--- src/rtl/fluid_pkg.sv ---
// rtl/fluid_pkg.sv - shared field geometry, sweep state encoding and width helper
package fluid_pkg;

  localparam int FIELD_WIDTH  = 8;
  localparam int FIELD_HEIGHT = 6;

  typedef enum logic [2:0] {
    IDLE,
    ISSUE,
    WAIT_RV,
    EMIT,
    ADVANCE,
    FINISH
  } sweep_state_t;

  function automatic int coord_w(input int n);
    return (n > 1) ? $clog2(n) : 1;
  endfunction

endpackage

--- src/rtl/rb_cursor.sv ---
// rtl/rb_cursor.sv - red-black cell cursor: parity 0 cells then parity 1, row-major, x by 2
module rb_cursor
  import fluid_pkg::*;
#(
  parameter int W  = FIELD_WIDTH,
  parameter int H  = FIELD_HEIGHT,
  parameter int XW = coord_w(FIELD_WIDTH),
  parameter int YW = coord_w(FIELD_HEIGHT)
) (
  input  logic          clk,
  input  logic          rst,
  input  logic          clear,
  input  logic          step,
  output logic [XW-1:0] x,
  output logic [YW-1:0] y,
  output logic          parity_last,
  output logic          iter_last
);

  logic parity;
  logic row_last;
  logic col_last;
  logic next_row_odd;

  assign row_last     = (int'(x) + 2) >= W;
  assign col_last     = int'(y) == (H - 1);
  assign parity_last  = row_last && col_last;
  assign iter_last    = parity_last && parity;
  // First x of the next row keeps (x + y + parity) even/odd as required
  assign next_row_odd = ~(y[0] ^ parity);

  always_ff @(posedge clk or posedge rst) begin
    if (rst) begin
      x      <= '0;
      y      <= '0;
      parity <= 1'b0;
    end else if (clear) begin
      x      <= '0;
      y      <= '0;
      parity <= 1'b0;
    end else if (step) begin
      if (!row_last) begin
        x <= x + XW'(2);
      end else if (!col_last) begin
        y <= y + YW'(1);
        x <= XW'(next_row_odd);
      end else if (!parity) begin
        parity <= 1'b1;
        y      <= '0;
        x      <= XW'(1);
      end else begin
        parity <= 1'b0;
        y      <= '0;
        x      <= '0;
      end
    end
  end

endmodule

--- src/rtl/sweep_ctrl.sv ---
// rtl/sweep_ctrl.sv - red-black sweep sequencer between velocity reader and solver
module sweep_ctrl
  import fluid_pkg::*;
#(
  parameter int FIELD_WIDTH  = fluid_pkg::FIELD_WIDTH,
  parameter int FIELD_HEIGHT = fluid_pkg::FIELD_HEIGHT,
  parameter int ITER_W       = 8
) (
  input  logic              clk,
  input  logic              rst,
  input  logic              go,
  input  logic [ITER_W-1:0] num_iters,
  input  logic              abort,
  output logic [31:0]       field_x,
  output logic [31:0]       field_y,
  output logic              rv_start,
  input  logic              rv_done,
  input  logic [2:0]        rv_n,
  output logic              cell_valid,
  input  logic              cell_ready,
  output logic [31:0]       cell_x,
  output logic [31:0]       cell_y,
  output logic [2:0]        cell_n,
  output logic              busy,
  output logic              iter_done,
  output logic              sweep_done
);

  localparam int XW = coord_w(FIELD_WIDTH);
  localparam int YW = coord_w(FIELD_HEIGHT);

  sweep_state_t      state;
  sweep_state_t      nxt;
  logic [ITER_W-1:0] iter_cnt;
  logic [2:0]        n_q;
  logic [XW-1:0]     cur_x;
  logic [YW-1:0]     cur_y;
  logic              parity_last;
  logic              iter_last;
  logic              iter_end;
  logic              cur_clear;
  logic              cur_step;
  logic              aborting;

  rb_cursor #(
    .W  (FIELD_WIDTH),
    .H  (FIELD_HEIGHT),
    .XW (XW),
    .YW (YW)
  ) u_cursor (
    .clk         (clk),
    .rst         (rst),
    .clear       (cur_clear),
    .step        (cur_step),
    .x           (cur_x),
    .y           (cur_y),
    .parity_last (parity_last),
    .iter_last   (iter_last)
  );

  assign iter_end = iter_last && parity_last;
  assign aborting = abort && (state != IDLE);

  always_ff @(posedge clk or posedge rst) begin
    if (rst) begin
      state <= IDLE;
    end else begin
      state <= nxt;
    end
  end

  always_ff @(posedge clk or posedge rst) begin
    if (rst) begin
      iter_cnt <= '0;
      n_q      <= '0;
    end else begin
      if (aborting) begin
        iter_cnt <= '0;
      end else if (state == IDLE && go) begin
        iter_cnt <= num_iters;
      end else if (state == ADVANCE && iter_end && iter_cnt != '0) begin
        iter_cnt <= iter_cnt - ITER_W'(1);
      end
      if (!aborting && state == WAIT_RV && rv_done) begin
        n_q <= rv_n;
      end
    end
  end

  always_comb begin
    nxt        = state;
    rv_start   = 1'b0;
    cell_valid = 1'b0;
    iter_done  = 1'b0;
    sweep_done = 1'b0;
    cur_clear  = 1'b0;
    cur_step   = 1'b0;
    case (state)
      IDLE: begin
        if (go) begin
          if (num_iters != '0) begin
            cur_clear = 1'b1;
            nxt       = ISSUE;
          end else begin
            nxt = FINISH;
          end
        end
      end
      ISSUE: begin
        rv_start = 1'b1;
        nxt      = WAIT_RV;
      end
      WAIT_RV: begin
        if (rv_done) begin
          nxt = (rv_n != 3'd0) ? EMIT : ADVANCE;
        end
      end
      EMIT: begin
        cell_valid = 1'b1;
        if (cell_ready) begin
          nxt = ADVANCE;
        end
      end
      ADVANCE: begin
        cur_step = 1'b1;
        if (iter_end) begin
          iter_done = 1'b1;
          nxt       = (iter_cnt <= ITER_W'(1)) ? FINISH : ISSUE;
        end else begin
          nxt = ISSUE;
        end
      end
      FINISH: begin
        sweep_done = 1'b1;
        nxt        = IDLE;
      end
      default: nxt = IDLE;
    endcase
    // Abort wins over everything: no pulses, no cursor motion, straight to IDLE
    if (aborting) begin
      nxt        = IDLE;
      rv_start   = 1'b0;
      cell_valid = 1'b0;
      iter_done  = 1'b0;
      sweep_done = 1'b0;
      cur_step   = 1'b0;
    end
  end

  assign busy    = (state != IDLE);
  assign field_x = 32'(cur_x);
  assign field_y = 32'(cur_y);
  assign cell_x  = 32'(cur_x);
  assign cell_y  = 32'(cur_y);
  assign cell_n  = n_q;

endmodule

--- config.mk ---
export PLATFORM = sky130hd
export DESIGN_NAME = sweep_ctrl
export DESIGN_NICKNAME = d
export VERILOG_FILES = /design/src/rtl/fluid_pkg.sv /design/src/rtl/rb_cursor.sv /design/src/rtl/sweep_ctrl.sv
export SDC_FILE = /design/constraint.sdc
export NUM_CORES = 1
export LEC_CHECK = 0
export ABC_AREA = 1
export CAP_MARGIN = 0
export CORE_ASPECT_RATIO = 0.8
export CORE_MARGIN = 3
export CORE_UTILIZATION = 40
export CTS_BUF_LIST = sky130_fd_sc_hd__clkbuf_8 sky130_fd_sc_hd__clkbuf_16
export DETAILED_ROUTE_END_ITERATION = 10
export HOLD_SLACK_MARGIN = 0.1
export PLACE_DENSITY = 0.95
export SETUP_SLACK_MARGIN = 0.15
export SKIP_CTS_REPAIR_TIMING = 1
export SYNTH_ARGS = -nofsm -noshare
export SYNTH_HDL_FRONTEND = slang
export SYNTH_SLANG_ARGS = --single-unit
export TNS_END_PERCENT = 5
--- constraint.sdc ---
create_clock -name clk -period 2.5 [get_ports clk]
set_clock_uncertainty 0.1 [all_clocks]
set_input_delay 0.625 -clock clk [delete_from_list [all_inputs] [get_ports clk]]
set_output_delay 0.625 -clock clk [all_outputs]
set_load 0.01 [all_outputs]
==> out/qor.txt <==
run status - finished, final reports clean
Hold Startpoint - cell_n[0]
Syn Area/Cell - 7.05 um2
CTS tree - built
initial antenna violation count - 0
Worst IR Drop VDD - 0.000272 V
layout cell share with drive strength beyond 1 - 6.60%
max frequency - 407 MHz
ys flop type - dfrtp_1
crit path capture type - primary output
Pwr Density - 872 nW/um2
Crit path arrival time - 1730 ps
Tcrit/Tclk final - 98.2%
Root Buffer - clkbuf_8
Routed Antenna Nets - 0
initial core utilization - 42.7%
r2r startpoint - state[0]
TritonCTS Sinks - 21
clock latency at the later pin of the worst-skew pair - 260 ps
first-pass GRT wire length - 6290 um
Synth cell types - 36
via count of the routed design - 1799
Worst Hold Class - flop to flop
DR WL/cell - 9.69 um
Post-synth EDFFs - 0
RD Place Congestion - 0.871
register area share after synthesis - 21.8%
placed wire-length estimate - 3750 um
Post-Syn Area - 2410 um2
Seq cells post-synth - 21
Worst Setup SP - abort
area leader, netlist - buf_4
Lkg Pwr - 1.41 nW
Crit Path Max Fanout - 5
I/O pins - 153
max-cap violations - 0
Die Wd - 92.8 um
vias per std cell - 3.94
largest net degree at the start of global routing - 22
vias in the first global route - 1436
Syn Inst Count - 342
Yosys warning total - 0
post-layout min period - 2450 ps
GRT overflow - 0
CTS clk-pin slew, worst paths - 70 ps
Final Power - 2.15 mW
Slew Viols, Final - 0
DR pass1 iterations - 5
RSZ-0062 raised after global routing - true
top cells by area, synth - buf_4 (38%), dfrtp_1 (22%), nand2_1 (11%)
Worst setup SP type - input port
# setup viols final - 0
# rows - 24
die area - 7000 um2
Post-synth ARST share - 100%
kind of critical path - input port to primary output
H-tree levels - 1
Final nets - 401
Routed WL - 4430 um
cell with the most instances after synthesis - buf_4
PortBufs - 36
Final Hold Fails - 0
placed cell area - 2400 um2
clk buf depth - 2
Worst EP required - 1770 ps
# DRC - 0
synth-to-layout area growth - 2.28%
Yosys top cell area share - 38.0%
die height - 75.4 um
core area - 5650 um2
cts bufs inserted - 3
top cells by count, synth - buf_4 (122), nand2_1 (71), inv_1 (30), nor2_1 (24), dfrtp_1 (21)
GRT Total Usage - 11.1%
Detailed Route Iter0 Violations - 75
ANT cells - 0
Final Cell Area - 2470 um2
## registers in the layout, summed over array words and instances, names as in the netlist
name and flops:
iter_cnt 8, u_cursor.y 3, u_cursor.parity 1, state 3, cell_n 3, u_cursor.x 3
## cells by family after synthesis
kind of cell,count (synthesis),share of synthesized area [%]
buffers and inverters,157,43.9
adder cells (fa/ha/maj),4,2.08
AO/OA/AOI/OAI,27,7.01
AND/OR/NAND/NOR,130,24.4
other,1,0.156
XOR/XNOR,2,0.727
flip-flops,21,21.8
## metal layers
layer	routed length, um	up-vias	global-route usage [%]
met1	1660	817	12.7
met2	2360	84	20.4
met4	54	0	3.25
met3	357	8	3.06
met5	0	-	0
li1	-	890	-
## placed cells by master (no fill, tap or decap), drive strengths merged
master / Yosys / routed
a21boi: 1 / 1
a21o: 1 / 1
a21oi: 4 / 4
a31oi: 1 / 1
and2: 1 / 1
buf: 123 / 5
clkbuf: 0 / 3
clkdlybuf4s50: 0 / 34
conb: 1 / 116
dfrtp: 21 / 21
dlymetal6s2s: 0 / 2
ha: 4 / 4
inv: 34 / 35
nand2: 75 / 75
nand3: 17 / 17
nand3b: 4 / 4
nand4: 2 / 2
nor2: 26 / 26
nor3: 3 / 3
nor4: 1 / 1
o211ai: 1 / 1
o21a: 1 / 1
o21ai: 18 / 18
or2: 1 / 1
xnor2: 1 / 1
xor2: 1 / 1
## final timing paths
check	slack [ps]	depth (start not counted)	to
worst min-delay path	390	2	cell_n[0]
worst min register to register	390	2	cell_n[0]
max in group asynchronous	1490	3	u_cursor.x[2]
worst max-delay path	50	4	cell_valid
min in group asynchronous	600	3	cell_n[1]
worst max register to register	860	8	u_cursor.y[2]
## where the power goes
part / leakage (nW) / switching [mW] / internal, mW
clock network: 0.0269 / 0.105 / 0.109
logic: 1.11 / 0.799 / 0.536
registers: 0.275 / 0.131 / 0.471
## metrics by stage
| step | setup WS (ps) | TNS, ps | std cells | utilization (%) | hold slack, ps |
|---|---|---|---|---|---|
| floorplan | 699 | 0 | 457 | - | 371 |
| global placement | -257 | -873 | 451 | 42.4 | 371 |
| detailed placement | -308 | -989 | 451 | 42.4 | 381 |
| CTS | -310 | -1010 | 455 | 43.2 | 399 |
| global route | 0.935 | 0 | 457 | 43.7 | 448 |
| finish | 45.5 | 0 | 457 | 43.7 | 394 |
## layout make-up
type / count / area [um2]
fillers: 582 / 3180
multi-input cells: 279 / 1260
flip-flops and latches: 21 / 526
repair buffers: 41 / 403
inverters: 34 / 130
well taps: 78 / 97.6
clock buffers: 3 / 41.3
clock inverters: 1 / 3.75
## critical path, cell delays in order
cell and delay, ps:
dlymetal6s2s_1 190, buf_4 170, nor3_2 170, clkdlybuf4s50_1 570
No activity file was read; power rests on OpenSTA's default activity.
